**config.mk**
```make
export PLATFORM = sky130hd
export DESIGN_NAME = pico_fifo_wr_arbiter
export DESIGN_NICKNAME = d
export VERILOG_FILES = /design/src/rtl/pico_arb_pkg.sv /design/src/rtl/pico_rr_pick.sv /design/src/rtl/pico_fifo_wr_arbiter.sv
export SDC_FILE = /design/constraint.sdc
export NUM_CORES = 1
export LEC_CHECK = 0
export CORE_AREA = 2 2 260 262
export CTS_CLUSTER_SIZE = 20
export DETAILED_ROUTE_END_ITERATION = 7
export DIE_AREA = 0 0 262 264
export PLACE_DENSITY_LB_ADDON = 0.1
export SYNTH_ARGS = -nofsm -noshare
export SYNTH_HDL_FRONTEND = slang
export SYNTH_HIERARCHICAL = 1
export SYNTH_SLANG_ARGS = --single-unit
```
**constraint.sdc**
```tcl
create_clock -name clk -period 8.11 [get_ports clk]
set_clock_uncertainty 0.15 [all_clocks]
set_input_delay 1.622 -clock clk [delete_from_list [all_inputs] [get_ports clk]]
set_output_delay 1.622 -clock clk [all_outputs]
set_load 0.01 [all_outputs]
```
**src/rtl/pico_arb_pkg.sv**
```systemverilog
// Shared types, widths and the round-robin search used by the FIFO write arbiter.
package pico_arb_pkg;

    typedef enum logic {
        IDLE  = 1'b0,
        BURST = 1'b1
    } arb_state_e;

    localparam int DATA_W  = 128;
    localparam int PAR_W   = 16;
    localparam int MAX_REQ = 8;

    // Returns the first set bit of req at or after ptr, wrapping at n.
    // The loop walks from the far end so the nearest hit is written last.
    function automatic int rr_search(input logic [MAX_REQ-1:0] req,
                                     input int ptr,
                                     input int n);
        int idx;
        int found;
        found = 0;
        for (int k = MAX_REQ - 1; k >= 0; k--) begin
            if (k < n) begin
                idx = ptr + k;
                if (idx >= n) begin
                    idx = idx - n;
                end
                if (req[3'(idx)]) begin
                    found = idx;
                end
            end
        end
        return found;
    endfunction

endpackage

```
**src/rtl/pico_rr_pick.sv**
```systemverilog
// Combinational round-robin priority picker: lowest requester at or after ptr wins.
module pico_rr_pick
    import pico_arb_pkg::*;
#(
    parameter int NUM_REQ = 4,
    parameter int IDW     = $clog2(NUM_REQ)
) (
    input  logic [NUM_REQ-1:0] req,
    input  logic [IDW-1:0]     ptr,
    output logic [IDW-1:0]     gnt_idx,
    output logic               any
);

    logic [MAX_REQ-1:0] req_ext;

    always_comb begin
        req_ext                = '0;
        req_ext[NUM_REQ-1:0]   = req;
        gnt_idx                = IDW'(rr_search(req_ext, int'(ptr), NUM_REQ));
        any                    = |req;
    end

endmodule

```
**src/rtl/pico_fifo_wr_arbiter.sv**
```systemverilog
// Round-robin write arbiter sharing one 512x128 FIFO write port between NUM_REQ producers.
// Optional byte parity on fifo_dinp is enabled by defining PICO_ARB_PARITY_EN.
module pico_fifo_wr_arbiter
    import pico_arb_pkg::*;
#(
    parameter int NUM_REQ   = 4,
    parameter int BURST_MAX = 16,
    parameter int IDW       = $clog2(NUM_REQ)
) (
    input  logic                        clk,
    input  logic                        rst,
    input  logic [NUM_REQ-1:0]          req_valid,
    input  logic [NUM_REQ*DATA_W-1:0]   req_data,
    input  logic [NUM_REQ-1:0]          req_last,
    output logic [NUM_REQ-1:0]          req_ready,
    output logic [DATA_W-1:0]           fifo_din,
    output logic [PAR_W-1:0]            fifo_dinp,
    output logic                        fifo_wr_en,
    input  logic                        fifo_full,
    input  logic                        fifo_prog_full,
    output logic [IDW-1:0]              grant_id,
    output logic                        busy
);

    localparam int CNT_W = $clog2(BURST_MAX + 1);

    arb_state_e         state_q, state_d;
    logic [IDW-1:0]     grant_id_q, grant_id_d;
    logic [IDW-1:0]     rr_ptr_q, rr_ptr_d;
    logic [CNT_W-1:0]   beat_cnt_q, beat_cnt_d;
    logic [DATA_W-1:0]  din_q, din_d;
    logic               wr_en_q, wr_en_d;

    logic [IDW-1:0]     pick_idx;
    logic               pick_any;
    logic [DATA_W-1:0]  sel_data;
    logic               sel_valid;
    logic               sel_last;
    logic [IDW-1:0]     next_ptr;

    pico_rr_pick #(
        .NUM_REQ (NUM_REQ),
        .IDW     (IDW)
    ) u_pick (
        .req     (req_valid),
        .ptr     (rr_ptr_q),
        .gnt_idx (pick_idx),
        .any     (pick_any)
    );

    always_comb begin
        sel_data = '0;
        for (int i = 0; i < NUM_REQ; i++) begin
            if (grant_id_q == IDW'(i)) begin
                sel_data = req_data[i*DATA_W +: DATA_W];
            end
        end
        sel_valid = req_valid[grant_id_q];
        sel_last  = req_last[grant_id_q];
        next_ptr  = (grant_id_q == IDW'(NUM_REQ - 1)) ? '0 : grant_id_q + 1'b1;
    end

    // fifo_full feeds req_ready combinationally; prog_full only gates new grants,
    // since BURST_MAX fits below the almost-full threshold.
    always_comb begin
        state_d    = state_q;
        grant_id_d = grant_id_q;
        rr_ptr_d   = rr_ptr_q;
        beat_cnt_d = beat_cnt_q;
        din_d      = din_q;
        wr_en_d    = 1'b0;
        req_ready  = '0;

        case (state_q)
            IDLE: begin
                if (pick_any && !fifo_prog_full) begin
                    state_d    = BURST;
                    grant_id_d = pick_idx;
                    beat_cnt_d = '0;
                end
            end
            BURST: begin
                req_ready[grant_id_q] = !fifo_full;
                if (sel_valid && !fifo_full) begin
                    wr_en_d    = 1'b1;
                    din_d      = sel_data;
                    beat_cnt_d = beat_cnt_q + 1'b1;
                    if (sel_last || beat_cnt_q == CNT_W'(BURST_MAX - 1)) begin
                        state_d  = IDLE;
                        rr_ptr_d = next_ptr;
                    end
                end
            end
            default: state_d = IDLE;
        endcase
    end

    always_ff @(posedge clk or posedge rst) begin
        if (rst) begin
            state_q    <= IDLE;
            grant_id_q <= '0;
            rr_ptr_q   <= '0;
            beat_cnt_q <= '0;
            din_q      <= '0;
            wr_en_q    <= 1'b0;
        end else begin
            state_q    <= state_d;
            grant_id_q <= grant_id_d;
            rr_ptr_q   <= rr_ptr_d;
            beat_cnt_q <= beat_cnt_d;
            din_q      <= din_d;
            wr_en_q    <= wr_en_d;
        end
    end

`ifdef PICO_ARB_PARITY_EN
    logic [PAR_W-1:0] dinp_q, dinp_d;

    // Even parity per byte, computed from the next data so it registers alongside it.
    always_comb begin
        dinp_d = '0;
        for (int k = 0; k < PAR_W; k++) begin
            dinp_d[k] = ^din_d[8*k +: 8];
        end
    end

    always_ff @(posedge clk or posedge rst) begin
        if (rst) begin
            dinp_q <= '0;
        end else begin
            dinp_q <= dinp_d;
        end
    end

    assign fifo_dinp = dinp_q;
`else
    assign fifo_dinp = '0;
`endif

    assign fifo_din   = din_q;
    assign fifo_wr_en = wr_en_q;
    assign grant_id   = grant_id_q;
    assign busy       = (state_q == BURST);

endmodule

```
==> impl_metrics.csv <==
group,metric,value,unit
status,status,"completed",
clock_tree,postCtsHoldBufs,0,
finish,syn2layout_area_growth,77.85,%
grt,grt_max_degree,92,
job,maxCapViolations,0,
worst_setup_path,r2r_cells,7,
clock_tree,cts_setup_buffers,0,
clock_tree,htreeDepth,4,
drt,vias,10190,
logic_synthesis,ys_ff_latch,139,
finish,mostFrequentLayoutCell,"clkdlybuf4s50_1",
place,io_buffer_count,659,
worst_setup_path,critPathLaunch,"fifo_full",
worst_setup_path,critPathMostFrequentCell,"clkdlybuf4s50_1",
logic_synthesis,async_flop_share,100.0,%
drt,viasPerCell,4.140,
sta,tightest_slew,0.9193,ns
logic_synthesis,synth_area_leader_cell,"dfrtp_1",
floorplanning,die_w,262,um
clock_tree,cts.sinks,139,
floorplanning,coreArea,66560,sq um
logic_synthesis,ys_warn_count,6,
worst_setup_path,ff2ff_setup_slack,4.42,ns
finish,finalNetCount,2104,
finish,final_cell_mix,"clkdlybuf4s50_1 (659), dfrtp_1 (139), nand2_1 (134)",
floorplanning,die_y,264,um
drt,ant_nets,0,
power_and_ir_drop,power.density,338.8,nW/um^2
place,hpwl,38.98,mm
clock_tree,cts_tree,"yes",
grt,grt_pass1_vias,10820,
floorplanning,initial_utilization,14.98,%
hold_path,hold_path.class,"flip-flop to flip-flop",
sta,hold_violations,0,
logic_synthesis,syn_area,9975,sq um
grt,overflow,0,
worst_setup_path,worst-path-max-fanout,4,
worst_setup_path,r2r-end,"fifo_din[41]$_DFFE_PP0P_",
power_and_ir_drop,ir_drop,0.1560,mV
clock_tree,clk_latency,0.47,ns
worst_setup_path,slowest_stage,"clkdlybuf4s50_1",
clock_tree,ctsRootBufferMaster,"clkbuf_16",
logic_synthesis,yosysUniqueCellTypes,44,
grt,antenna_found_initial,8,
sta,rsz0062_at_grt,"false",
power_and_ir_drop,cellLeakagePower,6.655,nW
drt,drc,0,
logic_synthesis,syn_inst,986,
worst_setup_path,cp.required,6.34,ns
grt,grt_pass1_wl,72.13,mm
sta,setup_tns,0,ns
place,globalplace.congestion,0.7942,
logic_synthesis,synth_area_leaders,"dfrtp_1 (35%), mux2_4 (13%), a221oi_1 (11%)",
sta,setup-violations-final,0,
clock_tree,max-clock-path-buffers,2,
drt,wl,51.34,mm
place,post-place-ws,3.091,ns
sta,setup_ws,3.200,ns
worst_setup_path,crit_path_cell_trace,"clkdlybuf4s50_1 -> nor2_1 -> and2_1 -> clkdlybuf4s50_1",
floorplanning,num_io_pins,676,
logic_synthesis,synthFlopType,"dfrtp_1",
worst_setup_path,max_stage_delay,0.55,ns
finish,fillers,7074,
sta,min_period,4.910,ns
drt,wl_per_cell,20.85,um
worst_setup_path,arrival,3.14,ns
clock_tree,cts_resized,0,
worst_setup_path,end_kind,"output port",
floorplanning,rows,95,
drt,drt-initial-drc-count,433,
worst_setup_path,crit_path_end,"req_ready[2]",
sta,max-slew-margin-rel,38.71,%
worst_setup_path,worst-setup-path-type,"input pin to output port",
logic_synthesis,synth_area_per_cell,10.12,sq um
logic_synthesis,synth_edf_count,0,
finish,postLayoutCoreUtil,26.65,%
worst_setup_path,r2r_start,"grant_id[0]$_DFFE_PP0P_",
floorplanning,die_area,69170,sq um
logic_synthesis,yosysSeqAreaShare,34.87,%
clock_tree,clk_pin_slew_worst_paths,0.06,ns
worst_setup_path,start_kind,"input pin",
sta,min_period_over_period,60.54,%
drt,drt_pass1_iterations,5,
sta,max_freq,203.7,MHz
grt,grt_usage,14.27,%
sta,finalMaxSlewViolations,0,
finish,drive_above_1_share,11.93,%
logic_synthesis,synth_top_area_share,34.87,%
clock_tree,cts_made_buffers,17,
-- metal layers --
metal  up-vias  GRT usage, %  wire (um)
met5         -             0         25
met4         4         4.398        774
met3        42         4.452       3765
met2       380         26.12      27070
met1      4895         15.49      19700
li1       4871             -          -
-- cells in the mapped netlist (7+ instances only) --
cell / count
dfrtp_1: 139
nand2_1: 134
a221oi_1: 129
nor2b_1: 129
o31ai_1: 128
mux2_4: 88
clkbuf_1: 73
mux2_2: 46
buf_4: 21
buf_12: 10
inv_1: 10
nor2_1: 8
buf_1: 7
ha_1: 7
-- registers in the layout (all words and copies together) (netlist names) --
name        count
beat_cnt_q      5
busy            1
fifo_din      128
fifo_wr_en      1
grant_id        2
rr_ptr_q        2
-- per-stage QoR --
| stage | cell area (sq um) | hold WS (ns) | total power [mW] | instances |
|---|---|---|---|---|
| 2_1_floorplan | 10030 | 0.3376 | 3.651 | 1001 |
| 3_3_place_gp | 17160 | 0.3396 | 5.330 | 2427 |
| 3_5_place_dp | 17160 | 0.3403 | 5.325 | 2427 |
| 4_1_cts | 17730 | 0.3588 | 6.192 | 2457 |
| 5_1_grt | 17740 | 0.3650 | 6.465 | 2462 |
| 6_report | 17740 | 0.3555 | 6.011 | 2462 |
-- cells by family after synthesis --
group	share of synthesized area, %
simple gates	14.59
compound gates	22.79
buf+inv	7.564
fa+ha+maj	0.8780
other cells	0.03760
mux	19.27
flops	34.87
-- worst max-delay path: cells and delay by family --
family        cells  cell delay, ns
buf+inv           2            0.99
simple gates      2            0.52
-- how the worst min path moves through the flow --
stage / startpoint / end / slack (ns) / depth (start not counted)
final: fifo_din[104]$_DFFE_PP0P_ / fifo_din[104]$_DFFE_PP0P_ / 0.36 / 1
after global routing: fifo_din[38]$_DFFE_PP0P_ / fifo_din[38]$_DFFE_PP0P_ / 0.36 / 1
after CTS: fifo_din[104]$_DFFE_PP0P_ / fifo_din[104]$_DFFE_PP0P_ / 0.36 / 1
after detailed placement: fifo_din[38]$_DFFE_PP0P_ / fifo_din[38]$_DFFE_PP0P_ / 0.34 / 1
after global placement: fifo_din[118]$_DFFE_PP0P_ / fifo_din[118]$_DFFE_PP0P_ / 0.34 / 1
after floorplan: beat_cnt_q[0]$_DFFE_PP0P_ / beat_cnt_q[0]$_DFFE_PP0P_ / 0.34 / 1
-- final cells by class --
| cell class | instances | area, sq um | area share [%] |
|---|---|---|---|
| multi-input combinational | 732 | 5843 | 32.94 |
| clock buffer | 19 | 442.9 | 2.497 |
| timing repair buffer | 672 | 6694 | 37.73 |
| clock inverter | 11 | 122.6 | 0.6912 |
| sequential | 139 | 3478 | 19.61 |
| inverter | 11 | 53.80 | 0.3033 |
| antenna | 5 | 12.51 | 0.07053 |
| tap | 873 | 1092 | 6.157 |
-- power by group --
part           leakage (nW)  switching (mW)  internal [mW]
Clock                 0.267           0.343          0.455
Combinational          4.66            1.93           2.03
Sequential             1.73           0.226           1.03
Total                  6.66            2.50           3.51
(Power assumes the default switching activity.)
